==> config.mk <==
export PLATFORM = sky130hd
export DESIGN_NAME = mem_stage_p
export DESIGN_NICKNAME = d
export VERILOG_FILES = /design/src/rtl/mem_pkg.sv /design/src/rtl/mem_ram_p.sv /design/src/rtl/mem_stage_p.sv
export SDC_FILE = /design/constraint.sdc
export NUM_CORES = 2
export LEC_CHECK = 0
export CORE_AREA = 2 2 312 438
export CTS_CLUSTER_DIAMETER = 40
export DETAILED_ROUTE_END_ITERATION = 12
export DIE_AREA = 0 0 314 440
export GPL_TIMING_DRIVEN = 0
export PLACE_DENSITY = 0.76
export SYNTH_ARGS = -nofsm -noshare
export SYNTH_HDL_FRONTEND = slang
export SYNTH_SLANG_ARGS = --single-unit
export TNS_END_PERCENT = 30
==> constraint.sdc <==
create_clock -name clock -period 5.35 [get_ports clock]
set_clock_uncertainty 0.2 [all_clocks]
set_input_delay 0.8025 -clock clock [delete_from_list [all_inputs] [get_ports clock]]
set_output_delay 0.8025 -clock clock [all_outputs]
set_load 0.02 [all_outputs]
==> src/rtl/mem_pkg.sv <==
// mem_pkg: definitions shared by the MEM pipeline stage and its data RAM.
//   memState_t      - access FSM encoding (IDLE / ACCESS)
//   JUMP_IF_ZERO    - Neq sense value that selects "branch when ALU result is zero"
//   JUMP_IF_NONZERO - Neq sense value that selects "branch when ALU result is non-zero"
//   CNT_W           - width of the access-latency counter (MEM_LAT range 1..15)
package mem_pkg;

  typedef enum logic {
    IDLE   = 1'b0,
    ACCESS = 1'b1
  } memState_t;

  localparam logic JUMP_IF_ZERO    = 1'b0;
  localparam logic JUMP_IF_NONZERO = 1'b1;

  localparam int CNT_W = 4;

endpackage

==> src/rtl/mem_ram_p.sv <==
// mem_ram_p: single-port synchronous data RAM, DATA_W x DEPTH, no reset on
// contents so it maps onto block RAM.
//   clock  in  rising-edge clock
//   rdEn   in  register RAM[addr] into rdData on this edge
//   wrEn   in  write wrData into RAM[addr] on this edge
//   addr   in  word address
//   wrData in  write data
//   rdData out registered read data; holds between reads
// A simultaneous read and write of the same word returns the old contents
// (read-before-write).
module mem_ram_p #(
  parameter int DATA_W = 8,
  parameter int DEPTH  = 256,
  parameter int IDX_W  = (DEPTH > 1) ? $clog2(DEPTH) : 1
) (
  input  logic              clock,
  input  logic              rdEn,
  input  logic              wrEn,
  input  logic [IDX_W-1:0]  addr,
  input  logic [DATA_W-1:0] wrData,
  output logic [DATA_W-1:0] rdData
);

  logic [DATA_W-1:0] mem [DEPTH];

  always_ff @(posedge clock) begin
    if (rdEn) begin
      rdData <= mem[addr];
    end
    if (wrEn) begin
      mem[addr] <= wrData;
    end
  end

endmodule

==> src/rtl/mem_stage_p.sv <==
// mem_stage_p: MEM pipeline stage with a multi-cycle internal data RAM.
//   clock       in  rising-edge clock
//   reset_n     in  asynchronous active-low reset
//   ex_valid    in  EX presents a valid instruction
//   Wr/Wm/Rm    in  register write / store / load controls
//   J/JC/Neq    in  jump, conditional jump, condition sense
//   zeroOut     in  ALU zero flag
//   acOutValue  in  ALU result / memory address
//   RegVal      in  store data
//   stall_o     out stage register holding this edge (upstream must hold)
//   saidaA      out branch taken, one pulse per captured instruction
//   wb_valid    out result register valid this cycle
//   Wr_MEM      out registered Wr
//   Rm_MEM      out registered Rm
//   data_out    out load data when Rm_MEM, else registered ALU result
//   fault_o     out out-of-range access, pulses with wb_valid
// Optional feature macro: MEM_RANGE_CHECK_EN. When defined, addresses >= DEPTH
// fault (store suppressed, load returns 0); otherwise addresses wrap modulo
// DEPTH and fault_o is tied low.
module mem_stage_p
  import mem_pkg::*;
#(
  parameter int DATA_W  = 8,
  parameter int ADDR_W  = 8,
  parameter int DEPTH   = 256,
  parameter int MEM_LAT = 1
) (
  input  logic              clock,
  input  logic              reset_n,
  input  logic              ex_valid,
  input  logic              Wr,
  input  logic              Wm,
  input  logic              Rm,
  input  logic              J,
  input  logic              JC,
  input  logic              Neq,
  input  logic              zeroOut,
  input  logic [DATA_W-1:0] acOutValue,
  input  logic [DATA_W-1:0] RegVal,
  output logic              stall_o,
  output logic              saidaA,
  output logic              wb_valid,
  output logic              Wr_MEM,
  output logic              Rm_MEM,
  output logic [DATA_W-1:0] data_out,
  output logic              fault_o
);

  localparam int IDX_W = (DEPTH > 1) ? $clog2(DEPTH) : 1;

  // Stage register
  logic              validS, wrS, wmS, rmS, jS, jcS, neqS, zeroS;
  logic [DATA_W-1:0] acS, regValS;
  logic              freshS;  // first cycle after a capture

  // Access FSM
  memState_t         state;
  logic [CNT_W-1:0]  cnt;

  // Result register
  logic              wbValidR, wrMemR, rmMemR;
  logic [DATA_W-1:0] aluR;

  logic              stall, done, memOpS, memFault;
  logic [ADDR_W-1:0] addrFull;
  logic [IDX_W-1:0]  ramAddr;
  logic [DATA_W-1:0] ramQ;

  assign stall    = (state == ACCESS) && (cnt > CNT_W'(1));
  // Completion edge of an in-flight access: the counter is on its last cycle.
  assign done     = (state == ACCESS) && (cnt == CNT_W'(1));
  assign memOpS   = rmS | wmS;
  assign addrFull = acS[ADDR_W-1:0];
  assign ramAddr  = addrFull[IDX_W-1:0];
  assign stall_o  = stall;

`ifdef MEM_RANGE_CHECK_EN
  assign memFault = (32'(addrFull) >= 32'(DEPTH));
`else
  assign memFault = 1'b0;
`endif

  // Gated by freshS so a branch held in the stage under stall pulses once only.
  assign saidaA = freshS & validS &
                  (jS | (jcS & ((neqS == JUMP_IF_NONZERO) ? ~zeroS : zeroS)));

  always_ff @(posedge clock or negedge reset_n) begin
    if (!reset_n) begin
      validS  <= 1'b0;
      wrS     <= 1'b0;
      wmS     <= 1'b0;
      rmS     <= 1'b0;
      jS      <= 1'b0;
      jcS     <= 1'b0;
      neqS    <= 1'b0;
      zeroS   <= 1'b0;
      acS     <= '0;
      regValS <= '0;
      freshS  <= 1'b0;
    end else begin
      freshS <= !stall;
      if (!stall) begin
        // A bubble enters with every control cleared.
        validS  <= ex_valid;
        wrS     <= ex_valid & Wr;
        wmS     <= ex_valid & Wm;
        rmS     <= ex_valid & Rm;
        jS      <= ex_valid & J;
        jcS     <= ex_valid & JC;
        neqS    <= ex_valid & Neq;
        zeroS   <= ex_valid & zeroOut;
        acS     <= acOutValue;
        regValS <= RegVal;
      end
    end
  end

  // The FSM follows the instruction being captured: whenever the stage is
  // free to load, the next state is decided by the incoming ex_* controls.
  always_ff @(posedge clock or negedge reset_n) begin
    if (!reset_n) begin
      state <= IDLE;
      cnt   <= '0;
    end else if (stall) begin
      cnt <= cnt - CNT_W'(1);
    end else if (ex_valid && (Rm || Wm)) begin
      state <= ACCESS;
      cnt   <= CNT_W'(MEM_LAT);
    end else begin
      state <= IDLE;
      cnt   <= '0;
    end
  end

  // Store commits only at the completion edge, so a reset during the
  // access aborts it without touching the RAM.
  mem_ram_p #(
    .DATA_W (DATA_W),
    .DEPTH  (DEPTH),
    .IDX_W  (IDX_W)
  ) uRam (
    .clock  (clock),
    .rdEn   (done & rmS),
    .wrEn   (done & wmS & ~memFault),
    .addr   (ramAddr),
    .wrData (regValS),
    .rdData (ramQ)
  );

  // Loads whenever the stage advances: that edge completes the held instruction.
  always_ff @(posedge clock or negedge reset_n) begin
    if (!reset_n) begin
      wbValidR <= 1'b0;
      wrMemR   <= 1'b0;
      rmMemR   <= 1'b0;
      aluR     <= '0;
    end else begin
      wbValidR <= !stall & validS;
      if (!stall) begin
        wrMemR <= wrS;
        rmMemR <= rmS;
        aluR   <= acS;
      end
    end
  end

  assign wb_valid = wbValidR;
  assign Wr_MEM   = wrMemR;
  assign Rm_MEM   = rmMemR;

`ifdef MEM_RANGE_CHECK_EN
  logic faultR;

  always_ff @(posedge clock or negedge reset_n) begin
    if (!reset_n) begin
      faultR <= 1'b0;
    end else if (!stall) begin
      faultR <= memOpS & memFault;
    end
  end

  assign fault_o  = faultR & wbValidR;
  assign data_out = rmMemR ? (faultR ? '0 : ramQ) : aluR;
`else
  assign fault_o  = 1'b0;
  assign data_out = rmMemR ? ramQ : aluR;
`endif

endmodule

Yosys cells after proc, flatten, opt, wreduce, memory -nomap -nowiden
Memories as Yosys holds them, arrays and structs flattened. A register that Yosys moved wholly into a read port is not among the register bits.
Cells that the tools add are included.
- register bits: 41
- bits in writable memories: 2048
- input bits: 26
- output and inout port bits: 14
- memories kept: 1
- multiplexer cells: 7
- $lt $le $gt $ge: 1
- $add $sub $neg: 1
- bitwise gates (word level): 15
- eq/ne operators: 1
- reductions and logical operators: 5
- memories (name ; depth ; bits a word ; read ports ; clocked after Yosys merged registers in ; write ports ; line ; RTL):
    uRam.mem ; 256 ; 8 ; 1 ; 1 ; 1 ; mem_ram_p.sv:24 ; logic [DATA_W-1:0] mem [DEPTH];
- operators with widths (operator ; number):
    bitwise AND 1 bit ; 13
    2-to-1 mux 8 bit ; 1
    2-to-1 mux 1 bit ; 5
    == test 4 x 1 -> 1 bit, second input constant ; 1
    > comparator 4 x 1 -> 1 bit, second input constant ; 1
    2-to-1 mux 4 bit ; 1
    subtractor 4 x 1 -> 4 bit, second input constant ; 1
    logical AND 1 bit ; 3
    logical NOT 1 bit ; 1
    logical OR 1 bit ; 1
    inverter 1 bit ; 1
    bitwise OR 1 bit ; 1

Longest topological paths before layout
- depth after elaboration: 5
- mapped depth: 9
- gate-level depth less buffers: 7

Cells and area by module
From an unflattened synthesis, not the netlist that was laid out.
- cells, all modules: 3676
- area, all modules: 80350.8 sq um
- modules (own cells, without submodules) (module ; seq. area each (sq um) ; cells an instance ; area each (sq um) ; times used):
    mem_ram_p ; 61739.2 ; 3547 ; 78572.9 ; 1
    mem_stage_p ; 1026.0 ; 129 ; 1778.0 ; 1

Least setup slack after synthesis
No wires, ideal clock.
- path type: register to register
- start point: reg regValS[0]
- end point: mem uRam.mem[0][0], data pin
- data required time: 4346 ps
- path slack: 1163 ps
- path buffers: 0
- arrival: 3183 ps
- stages on the path, launching flop included: 1
- cell sequence: dfrtp_1
- RTL lines (item ; line ; RTL):
    start, declared ; mem_stage_p.sv:53 ; logic [DATA_W-1:0] acS, regValS;
    start signal, assigned ; mem_stage_p.sv:113 ; regValS <= RegVal;
    end, declared ; mem_ram_p.sv:24 ;
Straight into the memory's write port.

Worst setup path after layout
- start point: reg acS[3]
- end point: mem uRam.mem[92][6], enable pin
- RTL lines (item ; line ; RTL):
    start, declared ; mem_stage_p.sv:53 ;
    start signal, assigned ; mem_stage_p.sv:112 ; acS <= acOutValue;
Straight into the memory's write port.

==> results.txt <==
* Main flop type after synthesis: edfxtp_1
- The total count of max-transition violations in the final report was 0.
* TritonCTS clock tree: built
- Dividing total power by cell area gives a power density of between 500 and 600 nW/um^2.
- Detailed placement finished with a half-perimeter wire length of 138400 um.
* Post-route non-filler standard cell count: 5907
* Routed wire per std cell: between 30 and 40 um
* Post-synth top area share: 0.7702
- Most frequent standard cell in the layout excluding fill and tap cells: edfxtp_1
- EDFF count, synth: 2056
* Pin count of the biggest net entering global routing: 97
* Length of routed met3 wiring: around 25000 um
* Average cell area after synthesis: 21.57 um^2
- Sequential cell area: 62800 um^2
- Using the TritonRoute via totals, the vias-per-cell ratio works out to 6.969.
- Start point of the worst hold path: ex_valid
- STA classifies the critical path endpoint as a register.
* Sequential fraction of the synthesis area: 0.7830
- Commonest cells after routing, fill and taps aside: edfxtp_1, mux4_2, nor2_1
* Post-route setup TNS: -14.88 ns
- In the final layout, the multi-input gates occupy 16260 um^2.
* Fillcell total: a little over 8000
- After the first detailed-routing iteration, the DRC count stood at 6232.
* Clock-pin slew of the registers on the worst-case setup and hold paths: 0.07 ns
- Crit path setup slack, layout: -0.2497 ns
* Total instance count after detailed placement: 5557
* Global-route usage over all layers: 0.3154
* Start-to-end type of the worst setup path: reg2reg
* Total length of routed met2 wires: about 100000 um
- The clock passes through at most 3 buffers.
- Die X-Extent: 314 um
- Antenna violations before repair: 9
* Post-Syn Area: 80160 um^2
- Status: finished, violations left
- Number of I/O pins: 40
- In the routed design, unresolved DRC markers number 0.
* Number of buffers created by CTS: 182
- Crit start category: register
- Critical R2R Launch: acS[3]
- The area growth from synthesis to layout is 11.69%.
* Gate count after technology mapping: ~3700
- The later pin in the worst-skew pair is clocked with a latency of 0.83 ns.
- Top cell type by total area after synthesis: edfxtp_1
- Setup repair after global routing missed its margin: yes
- The signal on the critical path passes through buf_2 > and2_1 > clkbuf_1 > clkbuf_2 > clkbuf_1 > nand2_1 > clkbuf_2 > nor2_1.
- Share of final-layout standard cells stronger than drive strength 1: 0.2265
- The final count of hold timing violations was 0.
* Type of the tightest min-delay check: in2reg
- Root buffer cell: clkbuf_16
* Max Used Layer: met5
- Cell types with the largest area share after synthesis: edfxtp_1, mux4_2, a22oi_1
* Sum of overflow across all layers after global routing: 0
- Synthesis produced a netlist with a net count of 3744.
- Data arrival time at the worst-slack endpoint: 5.85 ns
- Synthesis instantiated 32 different standard cells from the library.
- Setup violations remaining at the end of the flow were counted as 153.
- VDD IR-drop max: 0.0005484 V
- Standby leakage power: between 20 and 30 nW
* Period minus WS final: 5.600 ns
- Routability-driven placement finished with a final weighted congestion of 1.099.
- Buffers inserted during post-CTS setup optimization: 0
- Number of global-route vias before repair: between 40000 and 50000
- Violated checks: setup timing
- Length of the first detailed-routing pass in iterations: 10
- The floorplan step defined a core boundary enclosing 134700 um^2.
- The slowest stage of the critical path is the nor2_1 cell.
- The detail route stage leaves a number of antenna-violating nets equal to 0.
* Slowest Stage Delay on Critical Path: 0.90 ns
* Least-Margin Pin Slew: 1.422 ns
- Count of warnings emitted by yosys: 0
- In the finished design, the share of the clock period the worst path needs comes to 1.047.
- Final Net Count: between 3000 and 4000
- Share of synthesized registers carrying an async set or reset: 0.01955
- Initial cell density of the core: 0.5950
* Data required, critical path: 5.60 ns
- Quantity of I/O buffers inserted on ports: 37
* Relative slew slack: 0.05210
- Final WL: 215300 um
- Wire length of the first global-routing pass: 300100 um
- Total number of vias: slightly above 40000
- Die Height: 440 um
- Post-synthesis register bit count: 2097
- First element of the critical path: acS[3]
* DIE AREA: 138200 um^2
- Family of cells with the greatest summed delay on the critical path: buffers and inverters
- Static timing analysis puts the maximum clock frequency at 0.1786 GHz.
- Met1 layer wirelength in the final routing: a little under 70000 um
* Worst path bufs/invs: 5
- Number of cell rows: 160
- In this run the worst path has a maximum fanout of 10.
- The clock drives 2097 sinks.
- CTS built an H-tree with a depth of 4.
- Max-cap violations in this run came to 0.
state kept, by name (all words and copies together) (netlist names), 4 cells and up:
register and flops:
aluR 8, cnt 4, uRam.rdData 8, uRam.mem 2048
regValS 8, acS 8
final timing paths:
check / slack, ns / cells past startpoint / to
max in group asynchronous: 3.80 / 2 / regValS[5]
setup / recovery: -0.25 / 8 / uRam.mem[92][6]
hold / removal: 0.19 / 3 / validS
hold reg to reg: 0.29 / 2 / aluR[5]
min in group asynchronous: 0.47 / 2 / aluR[0]
setup reg to reg: -0.25 / 8 / uRam.mem[92][6]
routing by layer:
layer,vias up,track usage
li1,16070,-
met1,21200,0.3731
met2,3218,0.5049
met3,678,0.08620
met4,4,0.2229
met5,-,0
report_power, final:
group	leakage [nW]	switching [mW]	internal, mW
logic	5.40	9.93	5.24
registers	19.0	0.817	20.6
clock network	2.95	6.03	7.45
area by class of cell:
cell class	instances	area share
Inverter	7	0.0002935
Antenna cell	11	0.0003075
Buffer	242	0.01272
Clock inverter	128	0.01494
Timing Repair Buffer	60	0.01079
Clock buffer	210	0.05300
Sequential cell	2097	0.7014
Multi-Input combinational cell	1370	0.1816
Tap cell	1782	0.02490
through the flow:
step | setup WS (ns) | utilization | hold slack, ns | total power [mW] | instance area, um^2
after global routing | -0.1190 | 0.6643 | 0.1774 | 51.11 | 89500
final | -0.2497 | 0.6645 | 0.1890 | 50.11 | 89530
after detailed placement | -0.4541 | 0.6189 | 0.2740 | 36.54 | 83390
after CTS | 0.01119 | 0.6642 | 0.1347 | 49.82 | 89480
after floorplan | 1.163 | - | 0.2348 | 30.61 | 80160
after global placement | -2.547 | 0.6143 | 0.2515 | 36.09 | 82760
worst min-delay path: stages:
cell	delay, ns
clkbuf_1	0.19
nand2_1	0.11
nand2_1	0.05
synth_stat cells, types with 7 or more instances:
master and count:
nand2_1 111, nand3_1 11, a21oi_1 128, inv_1 7, nor2_1 263, buf_2 45
clkbuf_1 150, nand4_1 10, buf_6 15, dfrtp_1 41, mux4_2 511, buf_4 11
o41ai_1 32, a22oi_1 256, edfxtp_1 2056, buf_1 21, mux2_2 8, o21ai_0 9
what timing repair did:
| action | in CTS | in global routing |
|---|---|---|
| resized for setup | 2 | 5 |
| pin swaps | 0 | 0 |
| endpoints found under the setup margin | 400 | 90 |
| endpoints found under the hold margin | 41 | 0 |
| hold buffers | 1 | 0 |
| cloned | 0 | 0 |
cells by family (layout without fill, tap and decap cells):
kind of cell               after synthesis  count (layout)  synth area share
AOI/OAI and AO/OA                      425             425           0.03603
xor gates and xnor gates                 3               3         0.0003279
adders and majority gates                2               2         0.0003121
buffers and inverters                  249             647           0.01428
DFF                                   2097            2097            0.7830
muxes                                  521             521            0.1451
other                                    1              12        0.00004678
and+or+nand+nor                        418             418           0.02084
Note: power is estimated with default switching activity, not from simulation.
